## src/rtl/alarm_set_if.sv

```systemverilog
// ============================================================================
// Module      : alarm_set_if
// Description : Key-pulse inputs and committed alarm configuration outputs
//               of the alarm-time setting controller.
// Revision    : 1.0 - initial release
// ============================================================================
`default_nettype none

interface alarm_set_if;
   logic       key_mode;
   logic       key_up;
   logic       key_down;
   logic [4:0] alarm_hour;
   logic [5:0] alarm_min;
   logic       alarm_en;
   logic [1:0] field_sel;
   logic       blink;
   logic       cfg_update;

   // Upstream side: key filters drive pulses, display/comparator read config
   modport master (
      output key_mode, key_up, key_down,
      input  alarm_hour, alarm_min, alarm_en, field_sel, blink, cfg_update
   );

   modport slave (
      input  key_mode, key_up, key_down,
      output alarm_hour, alarm_min, alarm_en, field_sel, blink, cfg_update
   );
endinterface

`default_nettype wire

```

## src/rtl/alarm_set_ctrl.sv

```systemverilog
// ============================================================================
// Module      : alarm_set_ctrl
// Description : Alarm hour/minute/enable editor driven by MODE/UP/DOWN press
//               pulses, with inactivity timeout and field blink phase.
// Revision    : 1.0 - initial release
// ============================================================================
`default_nettype none

module alarm_set_ctrl #(
   parameter int TIMEOUT_CYC = 250_000_000,
   parameter int BLINK_HALF  = 12_500_000,
   parameter int RST_HOUR    = 7,
   parameter int RST_MIN     = 0
) (
   input  wire logic  clk,
   input  wire logic  rst_n,
   alarm_set_if.slave bus
);

   localparam logic [1:0] ST_IDLE = 2'd0;
   localparam logic [1:0] ST_HOUR = 2'd1;
   localparam logic [1:0] ST_MIN  = 2'd2;
   localparam logic [1:0] ST_EN   = 2'd3;

   localparam int TMO_W = (TIMEOUT_CYC > 1) ? $clog2(TIMEOUT_CYC) : 1;
   localparam int BLK_W = (BLINK_HALF > 1) ? $clog2(BLINK_HALF) : 1;

   localparam logic [TMO_W-1:0] TMO_LAST = TMO_W'(TIMEOUT_CYC - 1);
   localparam logic [BLK_W-1:0] BLK_LAST = BLK_W'(BLINK_HALF - 1);
   localparam logic [4:0]       HOUR_RST = (RST_HOUR >= 0 && RST_HOUR < 24) ? 5'(RST_HOUR) : 5'd0;
   localparam logic [5:0]       MIN_RST  = (RST_MIN >= 0 && RST_MIN < 60) ? 6'(RST_MIN) : 6'd0;

   logic [1:0]       state_q, state_d;
   logic [4:0]       hour_q, hour_d;
   logic [5:0]       min_q, min_d;
   logic             en_q, en_d;
   logic             blink_q, blink_d;
   logic             cfg_update_q, cfg_update_d;
   logic [TMO_W-1:0] tmo_cnt_q, tmo_cnt_d;
   logic [BLK_W-1:0] blk_cnt_q, blk_cnt_d;

   logic key_any;
   logic up_only;
   logic down_only;
   logic tmo_hit;
   logic leaving_edit;

   assign key_any   = bus.key_mode | bus.key_up | bus.key_down;
   assign up_only   = bus.key_up & ~bus.key_down;
   assign down_only = bus.key_down & ~bus.key_up;
   assign tmo_hit   = (state_q != ST_IDLE) && !key_any && (tmo_cnt_q == TMO_LAST);

   // ------------------------------------------------------------------
   // State register
   // ------------------------------------------------------------------
   always_ff @(posedge clk) begin
      if (!rst_n) begin
         state_q <= ST_IDLE;
      end else begin
         state_q <= state_d;
      end
   end

   // ------------------------------------------------------------------
   // Next-state logic
   // ------------------------------------------------------------------
   always_comb begin
      state_d = state_q;
      case (state_q)
         ST_IDLE: begin
            if (bus.key_mode) state_d = ST_HOUR;
         end
         ST_HOUR: begin
            if (bus.key_mode)  state_d = ST_MIN;
            else if (tmo_hit)  state_d = ST_IDLE;
         end
         ST_MIN: begin
            if (bus.key_mode)  state_d = ST_EN;
            else if (tmo_hit)  state_d = ST_IDLE;
         end
         ST_EN: begin
            if (bus.key_mode)  state_d = ST_IDLE;
            else if (tmo_hit)  state_d = ST_IDLE;
         end
         default: state_d = ST_IDLE;
      endcase
   end

   assign leaving_edit = (state_q != ST_IDLE) && (state_d == ST_IDLE);

   // ------------------------------------------------------------------
   // Output / datapath next values
   // ------------------------------------------------------------------
   always_comb begin
      hour_d       = hour_q;
      min_d        = min_q;
      en_d         = en_q;
      blink_d      = blink_q;
      cfg_update_d = leaving_edit;
      tmo_cnt_d    = tmo_cnt_q;
      blk_cnt_d    = blk_cnt_q;

      // MODE has priority: UP/DOWN only edit when no MODE pulse is present
      if (!bus.key_mode) begin
         case (state_q)
            ST_HOUR: begin
               if (up_only)
                  hour_d = (hour_q >= 5'd23) ? 5'd0 : hour_q + 5'd1;
               else if (down_only)
                  hour_d = (hour_q == 5'd0 || hour_q > 5'd23) ? 5'd23 : hour_q - 5'd1;
            end
            ST_MIN: begin
               if (up_only)
                  min_d = (min_q >= 6'd59) ? 6'd0 : min_q + 6'd1;
               else if (down_only)
                  min_d = (min_q == 6'd0 || min_q > 6'd59) ? 6'd59 : min_q - 6'd1;
            end
            ST_EN: begin
               if (up_only || down_only)
                  en_d = ~en_q;
            end
            default: ;
         endcase
      end

      if (state_q == ST_IDLE || key_any || state_d == ST_IDLE)
         tmo_cnt_d = '0;
      else
         tmo_cnt_d = tmo_cnt_q + TMO_W'(1);

      if (state_q == ST_IDLE) begin
         blk_cnt_d = '0;
         blink_d   = bus.key_mode;
      end else if (leaving_edit) begin
         blk_cnt_d = '0;
         blink_d   = 1'b0;
      end else if (key_any) begin
         blk_cnt_d = '0;
         blink_d   = 1'b1;
      end else if (blk_cnt_q >= BLK_LAST) begin
         blk_cnt_d = '0;
         blink_d   = ~blink_q;
      end else begin
         blk_cnt_d = blk_cnt_q + BLK_W'(1);
      end
   end

   always_ff @(posedge clk) begin
      if (!rst_n) begin
         hour_q       <= HOUR_RST;
         min_q        <= MIN_RST;
         en_q         <= 1'b0;
         blink_q      <= 1'b0;
         cfg_update_q <= 1'b0;
         tmo_cnt_q    <= '0;
         blk_cnt_q    <= '0;
      end else begin
         hour_q       <= hour_d;
         min_q        <= min_d;
         en_q         <= en_d;
         blink_q      <= blink_d;
         cfg_update_q <= cfg_update_d;
         tmo_cnt_q    <= tmo_cnt_d;
         blk_cnt_q    <= blk_cnt_d;
      end
   end

   assign bus.alarm_hour = hour_q;
   assign bus.alarm_min  = min_q;
   assign bus.alarm_en   = en_q;
   assign bus.field_sel  = state_q;
   assign bus.blink      = blink_q;
   assign bus.cfg_update = cfg_update_q;

endmodule

`default_nettype wire

```

## src/flat_wrapper.sv

```systemverilog
// flat-port wrapper written by rule: the top's interface ports become plain ports
module alarm_set_ctrl_flat 
#(
   parameter int TIMEOUT_CYC = 250_000_000,
   parameter int BLINK_HALF  = 12_500_000,
   parameter int RST_HOUR    = 7,
   parameter int RST_MIN     = 0
)
  (clk, rst_n, bus_key_mode, bus_key_up, bus_key_down, bus_alarm_hour, bus_alarm_min, bus_alarm_en, bus_field_sel, bus_blink, bus_cfg_update);
  alarm_set_if bus_i ();
  input  wire logic clk;
  input  wire logic rst_n;
  input wire logic [$bits(bus_i.key_mode)-1:0] bus_key_mode;
  input wire logic [$bits(bus_i.key_up)-1:0] bus_key_up;
  input wire logic [$bits(bus_i.key_down)-1:0] bus_key_down;
  output wire logic [$bits(bus_i.alarm_hour)-1:0] bus_alarm_hour;
  output wire logic [$bits(bus_i.alarm_min)-1:0] bus_alarm_min;
  output wire logic [$bits(bus_i.alarm_en)-1:0] bus_alarm_en;
  output wire logic [$bits(bus_i.field_sel)-1:0] bus_field_sel;
  output wire logic [$bits(bus_i.blink)-1:0] bus_blink;
  output wire logic [$bits(bus_i.cfg_update)-1:0] bus_cfg_update;
  assign bus_i.key_mode = bus_key_mode;
  assign bus_i.key_up = bus_key_up;
  assign bus_i.key_down = bus_key_down;
  assign bus_alarm_hour = bus_i.alarm_hour;
  assign bus_alarm_min = bus_i.alarm_min;
  assign bus_alarm_en = bus_i.alarm_en;
  assign bus_field_sel = bus_i.field_sel;
  assign bus_blink = bus_i.blink;
  assign bus_cfg_update = bus_i.cfg_update;
  alarm_set_ctrl #(.TIMEOUT_CYC(TIMEOUT_CYC), .BLINK_HALF(BLINK_HALF), .RST_HOUR(RST_HOUR), .RST_MIN(RST_MIN)) u_core (.clk(clk), .rst_n(rst_n), .bus(bus_i));
endmodule
```

## config.mk

```make
export PLATFORM = sky130hd
export DESIGN_NAME = alarm_set_ctrl_flat
export DESIGN_NICKNAME = d
export VERILOG_FILES = /design/src/rtl/alarm_set_if.sv /design/src/rtl/alarm_set_ctrl.sv /design/src/flat_wrapper.sv
export SDC_FILE = /design/constraint.sdc
export NUM_CORES = 1
export LEC_CHECK = 0
export ABC_AREA = 1
export CAP_MARGIN = 20
export CORE_MARGIN = 3
export CORE_UTILIZATION = 54
export CTS_CLUSTER_DIAMETER = 50
export DETAILED_ROUTE_END_ITERATION = 8
export PLACE_DENSITY = 0.76
export SETUP_SLACK_MARGIN = 0.1
export SLEW_MARGIN = 5
export SYNTH_ARGS = -nofsm -noshare
export SYNTH_HDL_FRONTEND = slang
export SYNTH_SLANG_ARGS = --single-unit
```

## constraint.sdc

```tcl
create_clock -name clk -period 1.79 [get_ports clk]
set_input_delay 0.358 -clock clk [delete_from_list [all_inputs] [get_ports clk]]
set_output_delay 0.358 -clock clk [all_outputs]
set_load 0.02 [all_outputs]
```

==> flow_summary.toml, run 1 <==
[outcome]
run_status = "finished, violations left"
violations = "negative setup slack"

[drt]
wl_um = 11900
drt_iter0_markers = 314
viasPerCell = 5.81
route.detailed.drc = 0
ant_nets = 0
drtPass1Iterations = 5
routedWlPerCell_um = 16.4
via_count = 4198

[power]
p_clk_share_pct = 44.9
leakagePower_nw = 2.13
p_sw_uw = 800
p_int_mw = 2.51
peakVddDrop_v = 0.000481
pwr-share-comb_pct = 8.3
power_density_nw_per_um2 = 628
swShare_pct = 24.2
seqPwrFrac_pct = 46.8

[synth]
synth_cell_type_count = 35
yosys.area.top_type = "dfxtp_1"
yosysMostFrequentCell = "nand2_1"
synthCells = 537
syn_area_per_cell_um2 = 6.99
ys_seq_area_share_pct = 36.3
ys_ff_latch = 68
netlist_top_cells_count = "nand2_1 (88), nor2_1 (85), inv_1 (79), dfxtp_1 (68), nand3_1 (27)"
yosys_warnings = 0
synth_top_flop_cell = "dfxtp_1"
postSynthNetCount = 550
yosys-top-cells-area = "dfxtp_1 (36%), nand2_1 (8.8%), nor2_1 (8.5%), inv_1 (7.9%), xor2_1 (5.1%)"
netlist_area_um2 = 3750
synth_top_area_share_pct = 36.3
synthArstFlopShare_pct = 0
synth_edf_count = 0

[critical_path]
required_ns = 2.07
cp_slowest_stage_delay_ns = 0.35
critPathSlowestCell = "dfxtp_2"
path_max_fanout = 3
path_cells = "ha_4, nand2_2, inv_2, nand3_2, nor2_2, nand3_2, a21oi_2, nand2_2, buf_4, buf_4, nand4_1, nand2_1, nor2_1"
criticalPathCategory = "flip-flop to flip-flop"
setup.worst_path.end_class = "flip-flop"
cp.arrival_ns = 2.19
startpoint_type = "flip-flop"
r2r_slack_ns = -0.12
reg2reg_depth = 13
path_buf_inv = 3
r2r_end = "u_core.bus.blink"
r2r-start = "u_core.tmo_cnt_q[1]"
path_delay_family = "simple AND/OR/NAND/NOR gates"

[cts]
htree_levels = 3
cts_tree = "done"
clock-root-buffer = "clkbuf_8"
cts_buffers = 9
clkSinkCount = 68
clk_pin_slew_ns = 0.08
cts_hold_buf = 0
clk_latency_ns = 0.35
clk_path_buf_depth = 2

[global_routing]
grt-busiest-layer = "met2"
grt_util_all_layers_pct = 25.0
antenna_found_initial = 0
grt_pass1_vias = 3594
grt_first_pass_wirelength_um = 15700
grt_start_max_net_pins = 29
use_met2_pct = 44.1
grtUsageMet1_pct = 29.2
grt-ovfl-total = 0
met3_usage_pct = 5.16

[layout]
fillers = 393
multiInputGateArea_um2 = 2390
final_util_pct = 80.7
regArea_um2 = 1390
drive_gt1_share_pct = 32.2
antenna_cells = 0
nNetsFinal = 654
area.growth.synth_to_final_pct = 40.4

[job]
maxCapViolCount = 0

[sta]
finClkSkew_ns = 0.0104
fin_ws_ns = -0.122
worstMarginPinSlew_ns = 0.822
finalCriticalPeriod_ns = 1.91
period_share_pct = 107
hold_viol = 0
slew_headroom_pct = 45.1
tns_ns = -3.04
fmaxAchievable_mhz = 523
setup_viol = 51
rsz0062_at_grt = "true"
drv_slew = 0

[floorplanning]
die_x_um = 89.4
initial_core_util_pct = 57.5
fp.coreArea_um2 = 6530
ios = 21
rows = 29
dieArea_um2 = 7990
fp.dieH_um = 89.4

[min_path]
hold_path_depth = 2
worstHoldStart = "u_core.tmo_cnt_q[17]"
whs_endpoint = "u_core.tmo_cnt_q[17]"
min_path_type = "flip-flop to flip-flop"

[placement]
dp_slack_ns = -0.515
gp_congestion = 0.907
io_buffers = 20
dpl.hpwl_um = 6000
==> cell type report <==
| class | instances | share of cell area (%) |
|---|---|---|
| flip-flops and latches | 68 | 26.4 |
| clock inverters | 5 | 1.59 |
| clock buffers | 11 | 2.87 |
| multi-input cells | 385 | 45.4 |
| inverters | 79 | 5.63 |
| repair buffers | 98 | 16.3 |
| well taps | 77 | 1.83 |
==> worst register-to-register path: cells and delay by family (launching register included) <==
family / cells / cell delay, ns
fa+ha+maj: 1 / 0.15
flops: 1 / 0.35
simple gates: 8 / 0.78
buf+inv: 3 / 0.40
compound gates: 1 / 0.19
==> state kept, by name (all words and copies together) (netlist names) <==
name,cells
u_core.bus.alarm_en,1
u_core.bus.alarm_hour,5
u_core.blk_cnt_q,24
u_core.bus.blink,1
u_core.tmo_cnt_q,28
u_core.bus.alarm_min,6
u_core.bus.cfg_update,1
u_core.bus.field_sel,2
==> per-stage QoR <==
| step | instance area (um^2) | power [mW] | instances | hold WS, ns |
|---|---|---|---|---|
| 2_1_floorplan | 3780 | 1.71 | 537 | 0.417 |
| 3_3_place_gp | 4350 | 1.80 | 667 | 0.425 |
| 3_5_place_dp | 4350 | 1.80 | 667 | 0.434 |
| 4_1_cts | 4920 | 3.27 | 708 | 0.492 |
| 5_1_grt | 5270 | 3.40 | 723 | 0.504 |
| 6_report | 5270 | 3.31 | 723 | 0.480 |
==> repair_timing <==
action / 4_1_cts / 5_1_grt
resized for setup: 63 / 59
endpoints found under the setup margin: 69 / 67
gates cloned: 3 / 3
pin swaps: 33 / 34
setup buffers: 22 / 12
==> worst max path at each step <==
stage                                    from  cells past startpoint              endpoint  slack, ns
after floorplan           u_core.tmo_cnt_q[1]                     13  u_core.tmo_cnt_q[16]        0.1
after global routing      u_core.blk_cnt_q[0]                     11   u_core.blk_cnt_q[6]      -0.20
final                     u_core.tmo_cnt_q[1]                     13      u_core.bus.blink      -0.12
after CTS                 u_core.tmo_cnt_q[0]                     14      u_core.bus.blink     -0.007
after detailed placement         bus_key_mode                     11  u_core.blk_cnt_q[13]      -0.52
after global placement           bus_key_mode                     11  u_core.blk_cnt_q[17]      -0.34
==> metal layers <==
layer | part of all wire [%] | up-vias | wire length, um
li1 | - | 1948 | -
met1 | 39 | 1974 | 4680
met2 | 50 | 220 | 5880
met3 | 7.1 | 56 | 842
met4 | 3.9 | 0 | 458
met5 | 0 | - | 0
==> logic make-up (layout without fill, tap and decap cells) <==
logic type,count (synthesis),after routing,synth area share [%]
AND/OR/NAND/NOR,281,284,34.9
XOR/XNOR,34,34,7.94
buffers and inverters,87,193,9.40
flip-flops,68,68,36.3
adder cells (fa/ha/maj),8,8,2.67
AO/OA/AOI/OAI,59,59,8.77
==> power groups by stage <==
| stage | clock network [mW] | logic [mW] | registers (mW) |
|---|---|---|---|
| 3_3_place_gp | 0 | 0.217 | 1.58 |
| 5_1_grt | 1.55 | 0.297 | 1.55 |
| 2_1_floorplan | 0 | 0.113 | 1.59 |
| 6_report | 1.48 | 0.275 | 1.55 |
| 4_1_cts | 1.49 | 0.238 | 1.55 |
| 3_5_place_dp | 0 | 0.221 | 1.58 |
==> placed cells by master (no fill, tap or decap), types with 3 or more instances in the layout <==
master / synthesis / layout
nand2_1: 88 / 74
inv_1: 79 / 71
buf_4: 1 / 69
nor2_1: 85 / 68
dfxtp_1: 68 / 46
xor2_1: 22 / 22
dfxtp_2: 0 / 22
nand3_1: 27 / 21
nand2_2: 7 / 20
a21oi_1: 23 / 19
o21ai_0: 20 / 18
nor3_1: 25 / 17
nand4_1: 16 / 16
nor2_4: 5 / 16
dlygate4sd2_1: 0 / 14
xnor2_1: 12 / 12
clkbuf_8: 0 / 11
nor2_2: 2 / 8
or2_2: 8 / 8
inv_2: 0 / 8
nor3_2: 2 / 7
o211ai_1: 6 / 6
ha_1: 8 / 6
nand3_2: 1 / 5
nand2_4: 2 / 5
a31oi_1: 5 / 5
buf_6: 3 / 5
dlymetal6s2s_1: 0 / 4
nor4_1: 4 / 3
or2_0: 3 / 3
a21oi_2: 0 / 3
nor3_4: 0 / 3
Power figures use the tool's default switching activity.
==> run 2, diff against run 1 <==
--- a/config.mk
+++ b/config.mk
@@ -11,6 +11,8 @@
 export CORE_UTILIZATION = 54
 export CTS_CLUSTER_DIAMETER = 50
 export DETAILED_ROUTE_END_ITERATION = 8
+export GPL_TIMING_DRIVEN = 1
+export HOLD_SLACK_MARGIN = 0.15
 export PLACE_DENSITY = 0.76
 export SETUP_SLACK_MARGIN = 0.1
 export SLEW_MARGIN = 5
==> results of run 2 <==
No change in the layout: final DEF, timing and power equal those of run 1.
==> run 3, diff against run 2 <==
--- a/config.mk
+++ b/config.mk
@@ -9,6 +9,7 @@
 export CAP_MARGIN = 20
 export CORE_MARGIN = 3
 export CORE_UTILIZATION = 54
+export CTS_BUF_LIST = sky130_fd_sc_hd__clkbuf_16
 export CTS_CLUSTER_DIAMETER = 50
 export DETAILED_ROUTE_END_ITERATION = 8
 export GPL_TIMING_DRIVEN = 1
==> run 3 against run 2 <==
Flip-flop and latch count did not move. Critical path depth shrank 1. Core utilization is 0.94 points lower. Die area did not move. The run still ends with negative setup slack left. Clock power up 28%. Largest cell class unchanged.
==> flow_summary.toml, run 3 (synthesized netlist as in run 1, its figures left out) <==
[critical_path]
cp.arrival_ns = 2.23
path_cells = "ha_4, nand2_4, nor2_4, buf_12, nor4_4, nor2_1, nor2_1, inv_1, nor2_4, buf_6, nand2_4, nor2_1"
required_ns = 2.04
reg2reg_depth = 12
startpoint_type = "flip-flop"
r2r_end = "u_core.blk_cnt_q[9]"
cp_slowest_stage_delay_ns = 0.34
path_max_fanout = 6
critPathSlowestCell = "dfxtp_2"
criticalPathCategory = "flip-flop to flip-flop"
r2r_slack_ns = -0.19
r2r-start = "u_core.blk_cnt_q[1]"
worst_path_most_repeated_cell = "nor2_1"
setup.worst_path.end_class = "flip-flop"

[layout]
drive_gt1_share_pct = 28.2
final_common_cell = "nand2_1"
fin_cells = 709
most-common-layout-cells = "nand2_1 (78), inv_1 (75), nor2_1 (59)"
regMostFlops = "u_core.tmo_cnt_q"
area.growth.synth_to_final_pct = 38.7
antenna_cells = 0
nNetsFinal = 640
largest_reg_flops = 28

[global_routing]
antenna_found_initial = 0
grt_first_pass_wirelength_um = 15300
grt_util_all_layers_pct = 24.4
grt-ovfl-total = 0
grt_start_max_net_pins = 29
grt_pass1_vias = 3454

[sta]
fmaxAchievable_mhz = 504
rsz0062_at_grt = "true"
finalCriticalPeriod_ns = 1.98
slew_headroom_pct = 37.8
period_share_pct = 111
finClkSkew_ns = 0.00691
tns_ns = -5.10
fin_ws_ns = -0.195
hold_viol = 0
setup_viol = 57
drv_slew = 0
worstMarginPinSlew_ns = 0.930

[power]
peakVddDrop_v = 0.000575
swShare_pct = 23.3
p_clk_share_pct = 51.0
p_sw_uw = 865
leakagePower_nw = 2.04
power_density_nw_per_um2 = 713
pwr-share-comb_pct = 7.3
seqPwrFrac_pct = 41.6
power_mw = 3.71
p_int_mw = 2.85

[cts]
clk_path_buf_depth = 2
clk_pin_slew_ns = 0.06
htree_levels = 3
clk_latency_ns = 0.33
clock-root-buffer = "clkbuf_16"
cts_buffers = 9
cts_hold_buf = 0
cts_tree = "done"
clkSinkCount = 68

[min_path]
whs_endpoint = "u_core.tmo_cnt_q[0]"
min_path_type = "flip-flop to flip-flop"
hold_path_depth = 1
worstHoldStart = "u_core.tmo_cnt_q[0]"

[placement]
gp_congestion = 0.907
io_buffers = 20
dpl.hpwl_um = 6000
dp.cells = 667

[outcome]
run_status = "finished, violations left"
violations = "negative setup slack"

[floorplanning]
dieArea_um2 = 7990
fp.dieH_um = 89.4
ios = 21
initial_core_util_pct = 57.5
rows = 29
fp.coreArea_um2 = 6530
die_x_um = 89.4

[job]
maxCapViolCount = 0

[drt]
drtPass1Iterations = 7
ant_nets = 0
met3_length_um = 611
viasPerCell = 5.60
topRoutingLayerUsed = "met4"
drt_iter0_markers = 336
routedWlPerCell_um = 15.5
route.detailed.drc = 0
met2_wirelength_um = 5520
wl_um = 11000
wl_met1_um = 4450
via_count = 3969
[run 3: cell count changes in the layout (fill, tap and decap cells not counted), moves of 4 or more]
cell,delta
buf_4,-11
clkbuf_16,+7
clkbuf_8,-11
clkdlybuf4s50_1,+4
dfxtp_1,+11
dfxtp_2,-13
inv_1,+4
inv_2,-4
nand2_1,+4
nand2_2,-5
nor2_1,-9
nor2_2,+6
[run 3: power by group through the flow]
| stage | combinational (mW) | clock (mW) | sequential [mW] |
|---|---|---|---|
| global route | 0.290 | 1.96 | 1.55 |
| detailed placement | 0.221 | 0 | 1.58 |
| CTS | 0.239 | 1.89 | 1.55 |
| floorplan | 0.113 | 0 | 1.59 |
| global placement | 0.217 | 0 | 1.58 |
| finish | 0.272 | 1.89 | 1.55 |
[run 3: layout make-up]
cell class              count  area, um^2
multi-input cells         385        2410
flip-flops and latches     68        1380
fillers                   403        1330
repair buffers             84         707
inverters                  79         297
clock buffers               9         225
well taps                  77        96.3
clock inverters             7        91.3
[run 3: worst max-delay path by stage]
stage                        startpoint                   end  slack (ns)
finish              u_core.blk_cnt_q[1]   u_core.blk_cnt_q[9]       -0.19
global route        u_core.blk_cnt_q[0]   u_core.blk_cnt_q[9]       -0.29
CTS                 u_core.blk_cnt_q[0]  u_core.blk_cnt_q[12]        0.03
detailed placement         bus_key_mode  u_core.blk_cnt_q[13]       -0.52
global placement           bus_key_mode  u_core.blk_cnt_q[17]       -0.34
floorplan           u_core.tmo_cnt_q[1]  u_core.tmo_cnt_q[16]         0.1
[run 3: repair_timing]
action                                  4_1_cts  5_1_grt
endpoints found under the setup margin       72       66
pin swaps                                    24       24
gates resized for setup                      44       66
gates cloned                                  3        0
setup buffers                                13       10
[run 3: metrics by stage]
step	area, um^2	setup WS, ns	utilization (%)	hold WS, ns
2_1_floorplan	3780	0.0992	-	0.417
3_3_place_gp	4350	-0.344	66.5	0.425
3_5_place_dp	4350	-0.515	66.5	0.434
4_1_cts	4870	0.0269	74.6	0.451
5_1_grt	5210	-0.286	79.7	0.452
6_report	5210	-0.195	79.7	0.439
[run 3: critical path: cells and delay by family, from the launching register on]
kind | cells | cell delay (ns)
fa+ha+maj | 1 | 0.17
flops | 1 | 0.34
buf+inv | 3 | 0.42
simple gates | 8 | 0.98
[run 3: per-layer routing]
layer	track usage [%]	up-vias
met5	0	-
met4	11.2	0
met3	5.35	52
met2	42.0	177
met1	28.9	1832
li1	-	1908
==> patch 1 (settings of run 1) <==
`BLINK_HALF` is set to 12_500_000 in 2 places; all go to 25_000_000.
--- a/src/rtl/alarm_set_ctrl.sv
+++ b/src/rtl/alarm_set_ctrl.sv
@@ -8,7 +8,7 @@
 
 module alarm_set_ctrl #(
    parameter int TIMEOUT_CYC = 250_000_000,
-   parameter int BLINK_HALF  = 12_500_000,
+   parameter int BLINK_HALF  = 25_000_000,
    parameter int RST_HOUR    = 7,
    parameter int RST_MIN     = 0
 ) (
--- a/src/flat_wrapper.sv
+++ b/src/flat_wrapper.sv
@@ -2,7 +2,7 @@
 module alarm_set_ctrl_flat 
 #(
    parameter int TIMEOUT_CYC = 250_000_000,
-   parameter int BLINK_HALF  = 12_500_000,
+   parameter int BLINK_HALF  = 25_000_000,
    parameter int RST_HOUR    = 7,
    parameter int RST_MIN     = 0
 )
Check against the original RTL: same outputs for any inputs over 4 cycles, from zero or initial values and one cycle with rst_n low; that may be too few to reach the edited logic, so the function may still have changed.
==> patch 1 against run 1 <==
  * The run still ends with setup timing left
  * Largest cell class unchanged
  * Cell area rose by 3.9%
  * Total power decreased by 7.1%
  * Worst setup slack better by 0.040 ns
  * Wire length is 12% lower
  * Non-clock buffer count shrank 7
  * Area after synthesis rose by 6.9%
  * Sequential cell count up 1
  * Core utilization down 2.2 points
==> patch 1: results (changes against run 1) <==
- Outcome: finished with violations (unchanged)
- Violated checks: setup timing (unchanged)
- Postcts setup bufs: 4 (was 22)
- Multi-input logic cell count: 421 (was 385)
- Final setup fails: 46 (was 51)
- DRT met1 WL: 4.493 mm (was 4.679 mm)
- Met2 wire length: 5.217 mm (was 5.884 mm)
- GR Util met3: 3.363% (was 5.161%)
- DRT iter0 DRCs: 167 (was 314)
- Dominant cells by area after synthesis: dfxtp_1 34%, nand2_1 10%, nor2_1 9.3% (was dfxtp_1 36%, nand2_1 8.8%, nor2_1 8.5%)
- Synthesized Nets: 593 (was 550)
- Placed cell count: 748 (was 667)
- M1 GR Usage: 28.16% (was 29.23%)
- Crit Path Max Fanout: 6 (was 3)
- Post-synth cell types: 37 (was 35)
- Final worst slack: -0.08287 ns (was -0.1225 ns)
- Worst-Margin Slew: 0.4827 ns (was 0.8217 ns)
- Lkg Pwr: 2.160 nW (was 2.130 nW)
- Worst Skew: 0.01082 ns (was 0.01042 ns)
- First-pass GRT wire length: 16.39 mm (was 15.74 mm)
- Post-Syn Instances: 580 (was 537)
- Synth cell count leaders: 107 x nand2_1, 99 x nor2_1, 81 x inv_1 (was 88 x nand2_1, 85 x nor2_1, 79 x inv_1)
- Startpoint of the worst hold path: u_core.tmo_cnt_q[26] (was u_core.tmo_cnt_q[17])
- Fillers: 506 (was 393)
- Met3 WL: 447 µm (was 842 µm)
- Post-DR wirelength/cell: 13.49 µm (was 16.41 µm)
- Endpoint of the worst hold path: u_core.tmo_cnt_q[26] (was u_core.tmo_cnt_q[17])
- Clkbuf count: 13 (was 11)
- Crit path DAT: 2.11 ns (was 2.19 ns)
- First drt pass iteration count: 6 (was 5)
- Fin nets: 689 (was 654)
- Met2 global-route usage: 41.30% (was 44.07%)
- Non-clock buffer count: 91 (was 98)
- Vias in the first global route: 3,875 (was 3,594)
- Clock-cell share: 3.359% (was 4.466%)
- Total Routing Usage GR: 23.35% (was 25.05%)
- R2R Path Start: u_core.tmo_cnt_q[11] (was u_core.tmo_cnt_q[1])
- Final std cells w/o fill: 775 (was 723)
- Fraction of area in multi-input gates: 47.39% (was 45.44%)
- Dpl hpwl: 7.059 mm (was 5.997 mm)
- Comb pwr share: 9.5% (was 8.3%)
patch 1: changes by cell type after synthesis, sizes merged, moves of 4 or more:
| cell | change |
|---|---|
| a21oi | +15 |
| nor2 | +15 |
| xnor2 | -5 |
| nand2 | +14 |
| inv | +4 |
patch 1: worst max-delay path by stage:
stage	startpoint	to	cells past startpoint
after floorplan	u_core.blk_cnt_q[0]	u_core.blk_cnt_q[20]	10
after global placement	bus_key_mode	u_core.tmo_cnt_q[2]	10
after detailed placement	bus_key_mode	u_core.tmo_cnt_q[13]	10
after CTS	u_core.tmo_cnt_q[1]	u_core.tmo_cnt_q[4]	12
after global routing	u_core.tmo_cnt_q[1]	u_core.tmo_cnt_q[9]	12
final	u_core.tmo_cnt_q[11]	u_core.tmo_cnt_q[9]	12
patch 1: critical path: stages (launching register included):
cell and delay (ns):
dfxtp_2 0.33, inv_2 0.07, nand2_1 0.06, nor2_1 0.12, nand2_1 0.11, nor2_2 0.17, nand3_4 0.12, a21oi_4 0.23
nand2_2 0.11, nand3_4 0.12, buf_12 0.15, clkbuf_16 0.14, nor2_1 0.03
patch 1: cells by family (layout without fill, tap and decap cells):
| logic type | after synthesis | in the layout | share of synthesized area, % |
|---|---|---|---|
| compound gates | 69 | 69 | 9.670 |
| buf+inv | 90 | 189 | 9.264 |
| flops | 69 | 69 | 34.44 |
| simple gates | 312 | 312 | 37.15 |
| fa+ha+maj | 8 | 8 | 2.495 |
| xor+xnor | 32 | 32 | 6.987 |
patch 1: per-stage QoR:
step                      hold slack (ns)  total power [mW]  util (%)  cell area, µm²
after floorplan                    0.3943             1.744         -            4030
after global placement             0.4626             1.845     68.28            4767
after detailed placement           0.4755             1.851     68.28            4767
after CTS                          0.4878             3.066     74.16            5177
after global routing               0.5058             3.183     78.42            5475
final                              0.4874             3.071     78.42            5475
==> patch 2 (settings of run 1) <==
Made on the original files. Make the reset (`rst_n`) asynchronous in 2 clocked blocks.
--- a/src/rtl/alarm_set_ctrl.sv
+++ b/src/rtl/alarm_set_ctrl.sv
@@ -53,7 +53,7 @@
    // ------------------------------------------------------------------
    // State register
    // ------------------------------------------------------------------
-   always_ff @(posedge clk) begin
+   always_ff @(posedge clk or negedge rst_n) begin
       if (!rst_n) begin
          state_q <= ST_IDLE;
       end else begin
@@ -145,7 +145,7 @@
       end
    end
 
-   always_ff @(posedge clk) begin
+   always_ff @(posedge clk or negedge rst_n) begin
       if (!rst_n) begin
          hour_q       <= HOUR_RST;
          min_q        <= MIN_RST;
Formal check against the unedited RTL: differs if rst_n is asserted again (counterexample within 4 cycles, from zero or initial values and one cycle with rst_n low); with rst_n held inactive, the same outputs for 4 cycles.
==> patch 2 against run 1 <==
  * The run still ends with setup timing left
  * Area after synthesis increased by 7.2%
  * Worst setup slack improved by 0.12 ns
  * Sequential cell count unchanged
  * Global-route usage decreased by 1.7 points
  * Wire length decreased by 20%
  * Die area increased by 6.7%
  * Cell area decreased by 4.1%
Power is not compared: it rests on default switching activity, and its combinational part moved more than twofold at a synthesized area within 25%.
==> patch 2: results (changes against run 1) <==
- Final setup fails: 1 (was 51)
- Startpoint of the worst hold path: u_core.tmo_cnt_q[0] (was u_core.tmo_cnt_q[17])
- Largest net degree at the start of global routing: 31 (was 29)
- RD Place Congestion: 0.9772 (was 0.9073)
- Initial antenna violation count: 1 (was 0)
- Crit path DAT: 2.06 ns (was 2.19 ns)
- Clock Tree Root: clkbuf_8 (unchanged)
- Endpoint of the worst hold path: u_core.tmo_cnt_q[0] (was u_core.tmo_cnt_q[17])
- Clock slew at reported path FFs: 0.07 ns
- Outcome: finished with violations (unchanged)
- Post-DR wirelength/cell: 14.04 µm (was 16.41 µm)
- Synth cell count leaders: 99 x nor2_1, 85 x nand2_1, 65 x dfrtp_1 (was 88 x nand2_1, 85 x nor2_1, 79 x inv_1)
- Reg2Reg Depth: 12 (was 13)
- Crit Path Max Fanout: 22 (was 3)
- DP Worst Slack: -0.1742 ns (was -0.5154 ns)
- Post-synth cell types: 43 (was 35)
- Cell Area, Placed: 4592 µm² (was 4345 µm²)
- Reg2reg end: u_core.blk_cnt_q[8] (was u_core.bus.blink)
- CP peak stage delay: 0.39 ns (was 0.35 ns)
- Area grow syn2layout: 25.61% (was 40.38%)
- Via/cell ratio: 5.362 (was 5.806)
- Total Routing Usage GR: 23.35% (was 25.05%)
- Synthesized Nets: 524 (was 550)
- Violated checks: setup timing (unchanged)
- Postcts setup bufs: 4 (was 22)
- Async set or reset register ratio after synthesis: 100.0% (was 0%)
- DRT iter0 DRCs: 172 (was 314)
- Slowest cell on crit path: dfrtp_1 (was dfxtp_2)
- Dominant cells by area after synthesis: dfrtp_1 40%, nor2_1 9.2%, nand2_1 7.9% (was dfxtp_1 36%, nand2_1 8.8%, nor2_1 8.5%)
- Max FFs per register: 28 (unchanged)
- Fin nets: 590 (was 654)
- Worst Hold Class: flip-flop to flip-flop (unchanged)
- Resize count post-CTS: 40 (was 63)
- Seq/Total Area, Yosys: 42.41% (was 36.28%)
- Main synth FF type: dfrtp_1 (was dfxtp_1)
- Clock latency on the worst-skew pair: 0.35 ns (about the same)
- Final worst slack: -0.001134 ns (was -0.1225 ns)
- Vias in the first global route: 3,613 (was 3,594)
- First-pass GRT wire length: 16.08 mm (was 15.74 mm)
- Hold Buf Count CTS: 1 (was 0)
- Hold Path Cell Cnt: 1 (was 2)
- Dpl hpwl: 6.621 mm (was 5.997 mm)
- Worst Skew: 0.01190 ns (was 0.01042 ns)
- R2R Path Start: u_core.tmo_cnt_q[1] (unchanged)
- Layout cell share with drive strength beyond 1: 21.48% (was 32.20%)
- Max-slew headroom: 69.50% (was 45.13%)
[patch 2: changes by cell type after synthesis, sizes merged, moves of 10 or more]
| cell | run 1 | this run |
|---|---|---|
| dfrtp | 0 | 65 |
| or2 | 11 | 1 |
| dfxtp | 68 | 0 |
| nor2 | 92 | 111 |
| a21oi | 23 | 9 |
| inv | 79 | 61 |
[patch 2: metal layers]
metal	vias to the layer above	wire (µm)	GRT usage [%]
li1	1795	-	-
met1	1699	4224	29.79
met2	121	4559	38.56
met3	26	511	4.630
met4	0	238	10.40
met5	-	0	0
[patch 2: worst max-delay path by stage]
stage                        startpoint                 endpoint  slack [ns]  depth (start not counted)
floorplan           u_core.tmo_cnt_q[0]     u_core.tmo_cnt_q[26]        0.14                         12
global placement           bus_key_down     u_core.tmo_cnt_q[17]       -0.08                          9
detailed placement         bus_key_down  u_core.bus.alarm_min[2]       -0.17                          7
CTS                 u_core.tmo_cnt_q[0]     u_core.tmo_cnt_q[26]       -0.02                         12
global route        u_core.tmo_cnt_q[1]      u_core.blk_cnt_q[8]       -0.14                         12
finish              u_core.tmo_cnt_q[1]      u_core.blk_cnt_q[8]      -0.001                         12
[patch 2: cells by family (layout without fill, tap and decap cells)]
| logic type | after synthesis | in the layout | share of synthesized area, % |
|---|---|---|---|
| AO/OA/AOI/OAI | 46 | 46 | 6.815 |
| adder cells (fa/ha/maj) | 8 | 8 | 2.489 |
| AND/OR/NAND/NOR | 284 | 284 | 33.63 |
| flip-flops | 68 | 68 | 42.41 |
| other | 0 | 1 | 0 |
| buffers and inverters | 70 | 141 | 7.032 |
| XOR/XNOR | 35 | 35 | 7.623 |
[patch 2: cell type report]
class / count / area, µm²
antenna: 1 / 2.502
clock buffer: 14 / 172.7
clock inverter: 2 / 10.01
fill: 515 / 1968
inverter: 61 / 229.0
multi-input combinational: 373 / 2191
sequential: 68 / 1708
tap: 96 / 120.1
timing repair buffer: 64 / 618.1
[patch 2: power breakdown]
| part | switching [mW] | internal [mW] | leakage [nW] |
|---|---|---|---|
| registers | 0.226 | 1.72 | 0.907 |
| logic | 0.951 | 0.620 | 1.23 |
| clock network | 0.567 | 0.614 | 0.0965 |
[patch 2: stage by stage]
stage                      TNS (ns)  hold WS, ns  instances
after floorplan                   0      0.06241        511
after global placement       -4.027       0.3170        650
after detailed placement     -8.356       0.3274        650
after CTS                  -0.02426       0.4638        672
after global routing         -3.258       0.4776        679
final                     -0.001134       0.4538        679
[patch 2: critical path, delay by kind of cell (launching register included)]
kind | cells | cell delay [ns]
flip-flops | 1 | 0.39
buffers and inverters | 4 | 0.39
adder cells (fa/ha/maj) | 1 | 0.20
AO/OA/AOI/OAI | 1 | 0.15
AND/OR/NAND/NOR | 6 | 0.57
